### config.mk
export PLATFORM = sky130hd
export DESIGN_NAME = mdma_cplc
export DESIGN_NICKNAME = d
export VERILOG_FILES = /design/src/rtl/mdma_pkg.sv /design/src/rtl/mdma_cplc_chnl.sv /design/src/rtl/mdma_cplc.sv
export SDC_FILE = /design/constraint.sdc
export NUM_CORES = 1
export LEC_CHECK = 0
export BUFFER_PORTS_ARGS = -buffer_cell sky130_fd_sc_hd__clkbuf_2
export CORE_MARGIN = 4
export CORE_UTILIZATION = 50
export CTS_BUF_LIST = sky130_fd_sc_hd__clkbuf_4
export CTS_CLUSTER_DIAMETER = 50
export DETAILED_ROUTE_END_ITERATION = 8
export PLACE_DENSITY = 0.78
export SETUP_SLACK_MARGIN = 0.02
export SYNTH_ARGS = -nofsm -noshare
export SYNTH_HDL_FRONTEND = slang
export SYNTH_SLANG_ARGS = --single-unit
### constraint.sdc
create_clock -name clk -period 2.1 [get_ports clk]
set_input_delay 0.315 -clock clk [delete_from_list [all_inputs] [get_ports clk]]
set_output_delay 0.315 -clock clk [all_outputs]
set_load 0.02 [all_outputs]
### src/rtl/mdma_pkg.sv
// Shared types and helpers for the multi-channel DMA completion/interrupt coalescing logic.
package mdma_pkg;

  localparam int unsigned CntwDef = 8;
  localparam int unsigned TmowDef = 16;

  typedef enum logic [1:0] {
    StIdle,
    StCollect,
    StFire
  } cplc_st_e;

  function automatic logic [31:0] popcount(input logic [63:0] v);
    logic [31:0] n;
    n = '0;
    for (int i = 0; i < 64; i++) begin
      n = n + {31'd0, v[i]};
    end
    return n;
  endfunction

endpackage

### src/rtl/mdma_cplc_chnl.sv
// Per-channel sticky completion flag and saturating completion counter.
module mdma_cplc_chnl
  import mdma_pkg::*;
#(
  parameter int unsigned CNTW = CntwDef
) (
  input  logic            clk_i,
  input  logic            rst_ni,
  input  logic            done_i,
  input  logic            clr_i,
  output logic            flag_o,
  output logic [CNTW-1:0] cnt_o
);

  logic            flag_q, flag_d;
  logic [CNTW-1:0] cnt_q, cnt_d;

  // A completion coinciding with a clear wins: flag stays set, count restarts at one.
  always_comb begin
    flag_d = flag_q;
    cnt_d  = cnt_q;
    if (done_i) begin
      flag_d = 1'b1;
      if (clr_i) begin
        cnt_d = CNTW'(1);
      end else if (cnt_q != '1) begin
        cnt_d = cnt_q + CNTW'(1);
      end
    end else if (clr_i) begin
      flag_d = 1'b0;
      cnt_d  = '0;
    end
  end

  always_ff @(posedge clk_i or negedge rst_ni) begin
    if (!rst_ni) begin
      flag_q <= 1'b0;
      cnt_q  <= '0;
    end else begin
      flag_q <= flag_d;
      cnt_q  <= cnt_d;
    end
  end

  assign flag_o = flag_q;
  assign cnt_o  = cnt_q;

endmodule

### src/rtl/mdma_cplc.sv
// Completion status, error capture and coalesced interrupt generation downstream of the DMA core.
module mdma_cplc
  import mdma_pkg::*;
#(
  parameter int unsigned CHNLC = 8,
  parameter int unsigned CNTW  = CntwDef,
  parameter int unsigned TMOW  = TmowDef
) (
  input  logic                  clk,
  input  logic                  resetn,
  input  logic [CHNLC-1:0]      dma_done,
  input  logic [CHNLC-1:0]      dma_active,
  input  logic                  dma_err,
  input  logic [CHNLC-1:0]      cfg_ie,
  input  logic                  cfg_eie,
  input  logic [CNTW-1:0]       cfg_thresh,
  input  logic [TMOW-1:0]       cfg_tmo,
  input  logic [CHNLC-1:0]      clr_done,
  input  logic                  clr_err,
  input  logic                  irq_ack,
  output logic [CHNLC-1:0]      done_flag,
  output logic [CHNLC*CNTW-1:0] done_cnt,
  output logic                  err_flag,
  output logic [CHNLC-1:0]      err_chnl,
  output logic [3:0]            err_cnt,
  output logic [CNTW-1:0]       pend,
  output logic                  irq,
  output logic                  irq_err
);

  for (genvar i = 0; i < CHNLC; i++) begin : g_chnl
    mdma_cplc_chnl #(
      .CNTW(CNTW)
    ) u_chnl (
      .clk_i (clk),
      .rst_ni(resetn),
      .done_i(dma_done[i]),
      .clr_i (clr_done[i]),
      .flag_o(done_flag[i]),
      .cnt_o (done_cnt[i*CNTW +: CNTW])
    );
  end

  // Error capture
  logic             dma_err_q;
  logic             err_edge;
  logic             err_flag_q, err_flag_d;
  logic [CHNLC-1:0] err_chnl_q, err_chnl_d;
  logic [3:0]       err_cnt_q, err_cnt_d;
  logic             irq_err_q;

  assign err_edge = dma_err & ~dma_err_q;

  // An error edge beats a simultaneous clear, so the clear acts as a restart of the capture.
  always_comb begin
    err_flag_d = err_flag_q;
    err_chnl_d = err_chnl_q;
    err_cnt_d  = err_cnt_q;
    if (err_edge) begin
      err_flag_d = 1'b1;
      if (!err_flag_q || clr_err) begin
        err_chnl_d = dma_active;
      end
      if (clr_err) begin
        err_cnt_d = 4'd1;
      end else if (err_cnt_q != 4'hF) begin
        err_cnt_d = err_cnt_q + 4'd1;
      end
    end else if (clr_err) begin
      err_flag_d = 1'b0;
      err_chnl_d = '0;
      err_cnt_d  = '0;
    end
  end

  always_ff @(posedge clk or negedge resetn) begin
    if (!resetn) begin
      dma_err_q  <= 1'b0;
      err_flag_q <= 1'b0;
      err_chnl_q <= '0;
      err_cnt_q  <= '0;
      irq_err_q  <= 1'b0;
    end else begin
      dma_err_q  <= dma_err;
      err_flag_q <= err_flag_d;
      err_chnl_q <= err_chnl_d;
      err_cnt_q  <= err_cnt_d;
      irq_err_q  <= err_flag_q & cfg_eie;
    end
  end

  // Pending counter and coalescing FSM
  logic [63:0]     ie_vec;
  logic [CNTW-1:0] inc;
  logic [CNTW:0]   pend_wide;
  logic [CNTW-1:0] pend_sum;
  logic            tmo_hit;

  cplc_st_e        st_q, st_d;
  logic [CNTW-1:0] pend_q, pend_d;
  logic [TMOW-1:0] tmr_q, tmr_d;

  assign ie_vec    = 64'(dma_done & cfg_ie);
  assign inc       = CNTW'(popcount(ie_vec));
  assign pend_wide = {1'b0, pend_q} + {1'b0, inc};
  assign pend_sum  = pend_wide[CNTW] ? '1 : pend_wide[CNTW-1:0];
  assign tmo_hit   = (cfg_tmo != '0) && (tmr_q == TMOW'(1));

  always_comb begin
    st_d   = st_q;
    pend_d = pend_q;
    tmr_d  = tmr_q;
    unique case (st_q)
      StIdle: begin
        if (inc != '0) begin
          pend_d = inc;
          tmr_d  = cfg_tmo;
          st_d   = StCollect;
        end
      end
      StCollect: begin
        pend_d = pend_sum;
        if (tmr_q != '0) begin
          tmr_d = tmr_q - TMOW'(1);
        end
        if ((pend_q >= cfg_thresh) || tmo_hit) begin
          st_d = StFire;
        end
      end
      StFire: begin
        if (irq_ack) begin
          pend_d = inc;
          if (inc != '0) begin
            tmr_d = cfg_tmo;
            st_d  = StCollect;
          end else begin
            st_d = StIdle;
          end
        end else begin
          pend_d = pend_sum;
        end
      end
      default: st_d = StIdle;
    endcase
  end

  always_ff @(posedge clk or negedge resetn) begin
    if (!resetn) begin
      st_q   <= StIdle;
      pend_q <= '0;
      tmr_q  <= '0;
    end else begin
      st_q   <= st_d;
      pend_q <= pend_d;
      tmr_q  <= tmr_d;
    end
  end

  assign err_flag = err_flag_q;
  assign err_chnl = err_chnl_q;
  assign err_cnt  = err_cnt_q;
  assign pend     = pend_q;
  assign irq      = (st_q == StFire);
  assign irq_err  = irq_err_q;

endmodule

==> results.md <==
- Outcome: finished, violations left
- Failing checks: setup timing
- Max-slew violation count: 0
- TritonCTS clock tree: built
- Crit. End Element: register
- Detailed Route Iter0 Violations: 583
- CP Data Arrival Time: 4.06 ns
- DIE AREA: 0.0149 sq mm
- Htree depth: 4
- Top cell type's share of synthesized area: 43.6%
- Dpl hpwl: 12600 um
- GRT overflow: 0
- Worst-path cell chain: buf_6, and2_4, fa_1, inv_1, fa_1, inv_1, fa_1, ha_2, inv_2, fa_2, nor2b_4, o211a_4, nor4_4, buf_4, buf_8, buf_4, nor3_4, nor3_2
- Fin Clk Skew: 0.0115 ns
- Chip Width: 122 um
- CP bufs+invs: 7
- Number of port buffers: 156
- Root Buffer Master: clkbuf_4
- Max Fclk: 274 MHz
- Post-route minimum period: 3.65 ns
- Register area: 0.00283 sq mm
- Commonest cells in the netlist: 113 x dfrtp_1, 74 x nor2_1, 58 x inv_1
- Yosys top cell by area: dfrtp_1
- Worst Max-Slew Pin Slew: 0.646 ns
- P_sw: 3.35 mW
- WL final: 18000 um
- CTS Buf Count: 17
- Hold Path Class: in -> reg
- Comb pwr share: 51.2%
- NumNets Final: 1029
- Syn_nets: 786
- Post-synthesis async set-or-reset flop share: 100%
- Finished Layout Cells: 1114
- Post-Route Utilization: 69.0%
- Syn Area/Cell: 9.42 sq um
- CP dominant cell by count: fa_1
- Wirelength per Cell: 16.1 um
- Hold Vio Cnt, Final: 0
- LEAKAGE: 4.19 nW
- Vias: 6307
- VDD IR max: 0.481 mV
- Most common cell in the synthesized netlist: dfrtp_1
- PwrDens: 996 mW/mm^2
- RSZ-0062 raised after global routing: yes
- Fin Setup TNS: -37.10 ns
- Tot GR Track Use: 23.8%
- Synthesized area: 0.00649 sq mm
- Switching Fraction: 38.4%
- Routed vias/inst: 5.66
- Max FO, Critical Path: 5
- Initial antenna violation count: 0
- Distinct cell type count after synthesis: 63
- Starting density of the core: 51.2%
- Final worst setup slack: -1.55 ns
- Area delta synth->final: 34.7%
- Seq/Total Area, Yosys: 43.6%
- Placer Congestion: 0.876
- Kind of cell adding the most delay to the critical path: adder cells
- Crit path kind: in -> reg
- Part of the power in registers: 31.6%
- Mapped Cells: 689
- DRC Markers: 0
- Slew HR: 57.0%
- CP max-delay cell: fa_2
- Die Y: 122 um
- CORE AREA: 0.0127 sq mm
- CTS Buffer Depth: 2
- EDFF count, synth: 0
- WP depth: 18
- Fillers: 980
- Largest net degree at the start of global routing: 46
- Setup crit start kind: input pin
- First-pass GRT wire length: 28100 um
- Yosys warns: 0
- Synth top area cells: dfrtp_1 44%, ha_1 5.8%, nor2_1 4.3%
- Row cnt: 41
- Number of diodes: 0
- # IOs: 157
- Clock power frac: 17.2%
- Internal power: 5.36 mW
- Worst-Skew Late Latency: 0.53 ns
- Layout cells sized above 1: 33.2%
- Area after DPL: 0.00798 sq mm
- Post-Layout Inst Area: 0.00874 sq mm
- Vias in the first global route: 5808
- Seq cells post-synth: 113
- Detail Route Antenna Nets: 0
- Fin crit share: 174%
- Area of the multi-input gates: 0.00362 sq mm
- Reg2reg path depth: 6
- Worst EP required: 2.51 ns
- Slowest stage delay, CP: 0.58 ns
- Final Setup Violations: 26
- Hold Crit Depth: 2
- Max-cap violations: 0
- Placed instance count: 1057
- CTS sink cnt: 113
- Reg clk slew, reported paths: 0.10 ns
- Top_reg_cell synth: dfrtp_1
- Drt first pass iters: 5
-- worst register-to-register path, stage by stage, from the launching register on --
cell and delay (ns):
dfrtp_1 0.39, or4_4 0.56, or3_4 0.36, o31a_1 0.32, buf_12 0.17, o2111a_1 0.26, nor3_2 0.20
-- cell type report --
| type | instances | area share (%) |
|---|---|---|
| clock buffers | 20 | 1.72 |
| repair buffers | 247 | 18.5 |
| flip-flops and latches | 113 | 32.3 |
| multi-input cells | 495 | 41.5 |
| clock inverters | 9 | 1.07 |
| inverters | 58 | 2.49 |
| well taps | 172 | 2.46 |
-- layout by cell type (no fill, tap or decap), types with 9 or more instances in the layout --
cell type	netlist	layout
nand2_1	35	34
ha_1	30	27
nor3_1	18	12
nand4_1	9	9
o21ai_0	31	23
clkbuf_2	0	154
a21oi_1	28	20
o21ai_1	5	11
xnor2_1	23	23
xor2_1	13	12
and3_1	13	12
dlygate4sd3_1	0	16
clkbuf_4	0	20
nor4_1	18	17
nand3_1	32	32
buf_4	8	63
nor2_1	74	73
dfrtp_1	113	113
or3_1	12	12
inv_1	58	55
mux2i_1	11	11
-- path summary, 6_finish.rpt --
path	start	end	slack [ns]
setup / recovery	cfg_ie[3]	tmr_q[8]$_DFFE_PN0P_	-1.55
setup reg to reg	tmr_q[4]$_DFFE_PN0P_	tmr_q[8]$_DFFE_PN0P_	-0.25
hold / removal	cfg_tmo[4]	tmr_q[4]$_DFFE_PN0P_	0.05
hold reg to reg	g_chnl[0].u_chnl.flag_o$_DFFE_PN0P_	g_chnl[0].u_chnl.flag_o$_DFFE_PN0P_	0.49
min in group asynchronous	resetn	tmr_q[3]$_DFFE_PN0P_	0.23
max in group asynchronous	resetn	g_chnl[5].u_chnl.cnt_o[0]$_DFFE_PN0P_	1.29
-- logic make-up (layout without fill, tap and decap cells) --
group	count (synthesis)	after routing	synth area share, %
buffers and inverters	82	334	5.34
DFF	113	113	43.6
and+or+nand+nor	249	250	19.3
AOI/OAI and AO/OA	163	163	18.0
xor gates and xnor gates	36	36	4.86
adders and majority gates	35	35	7.32
muxes	11	11	1.70
-- sequential cells by signal, indices dropped and copies added, names as in the netlist --
name / count
irq_err: 1
g_chnl.u_chnl.cnt_o: 64
g_chnl.u_chnl.flag_o: 8
pend: 8
st_q: 2
tmr_q: 16
err_flag: 1
err_cnt: 4
err_chnl: 8
dma_err_q: 1
-- metrics by stage --
step	total power [mW]	hold WS (ns)	setup WS, ns
3_5_place_dp	6.17	0.249	-2.17
5_1_grt	9.27	0.00222	-1.63
4_1_cts	7.81	0.000276	-1.46
6_report	8.71	0.0539	-1.55
3_3_place_gp	6.10	0.250	-2.10
2_1_floorplan	4.90	0.0194	-1.94
-- power groups by stage --
stage	logic [mW]	clock network (mW)	registers, mW
finish	4.46	1.49	2.75
floorplan	2.02	0	2.88
detailed placement	3.40	0	2.77
global placement	3.34	0	2.76
CTS	3.54	1.54	2.73
global route	4.82	1.66	2.79
-- layer usage --
layer	GRT usage, %	vias to the layer above	part of all wire (%)
li1	-	2992	-
met1	31.7	2987	43
met2	36.5	281	47
met3	7.20	47	8.0
met4	9.66	0	2.7
met5	0	-	0
-- repair_timing --
| action | in CTS | in global routing |
|---|---|---|
| hold buffers | 16 | 0 |
| resized for setup | 10 | 45 |
| gates cloned | 1 | 3 |
| pin swaps | 10 | 18 |
| hold endpoints to repair | 72 | 0 |
| buffers inserted | 2 | 6 |
| setup endpoints to repair | 26 | 26 |
(Power assumes the default switching activity.)
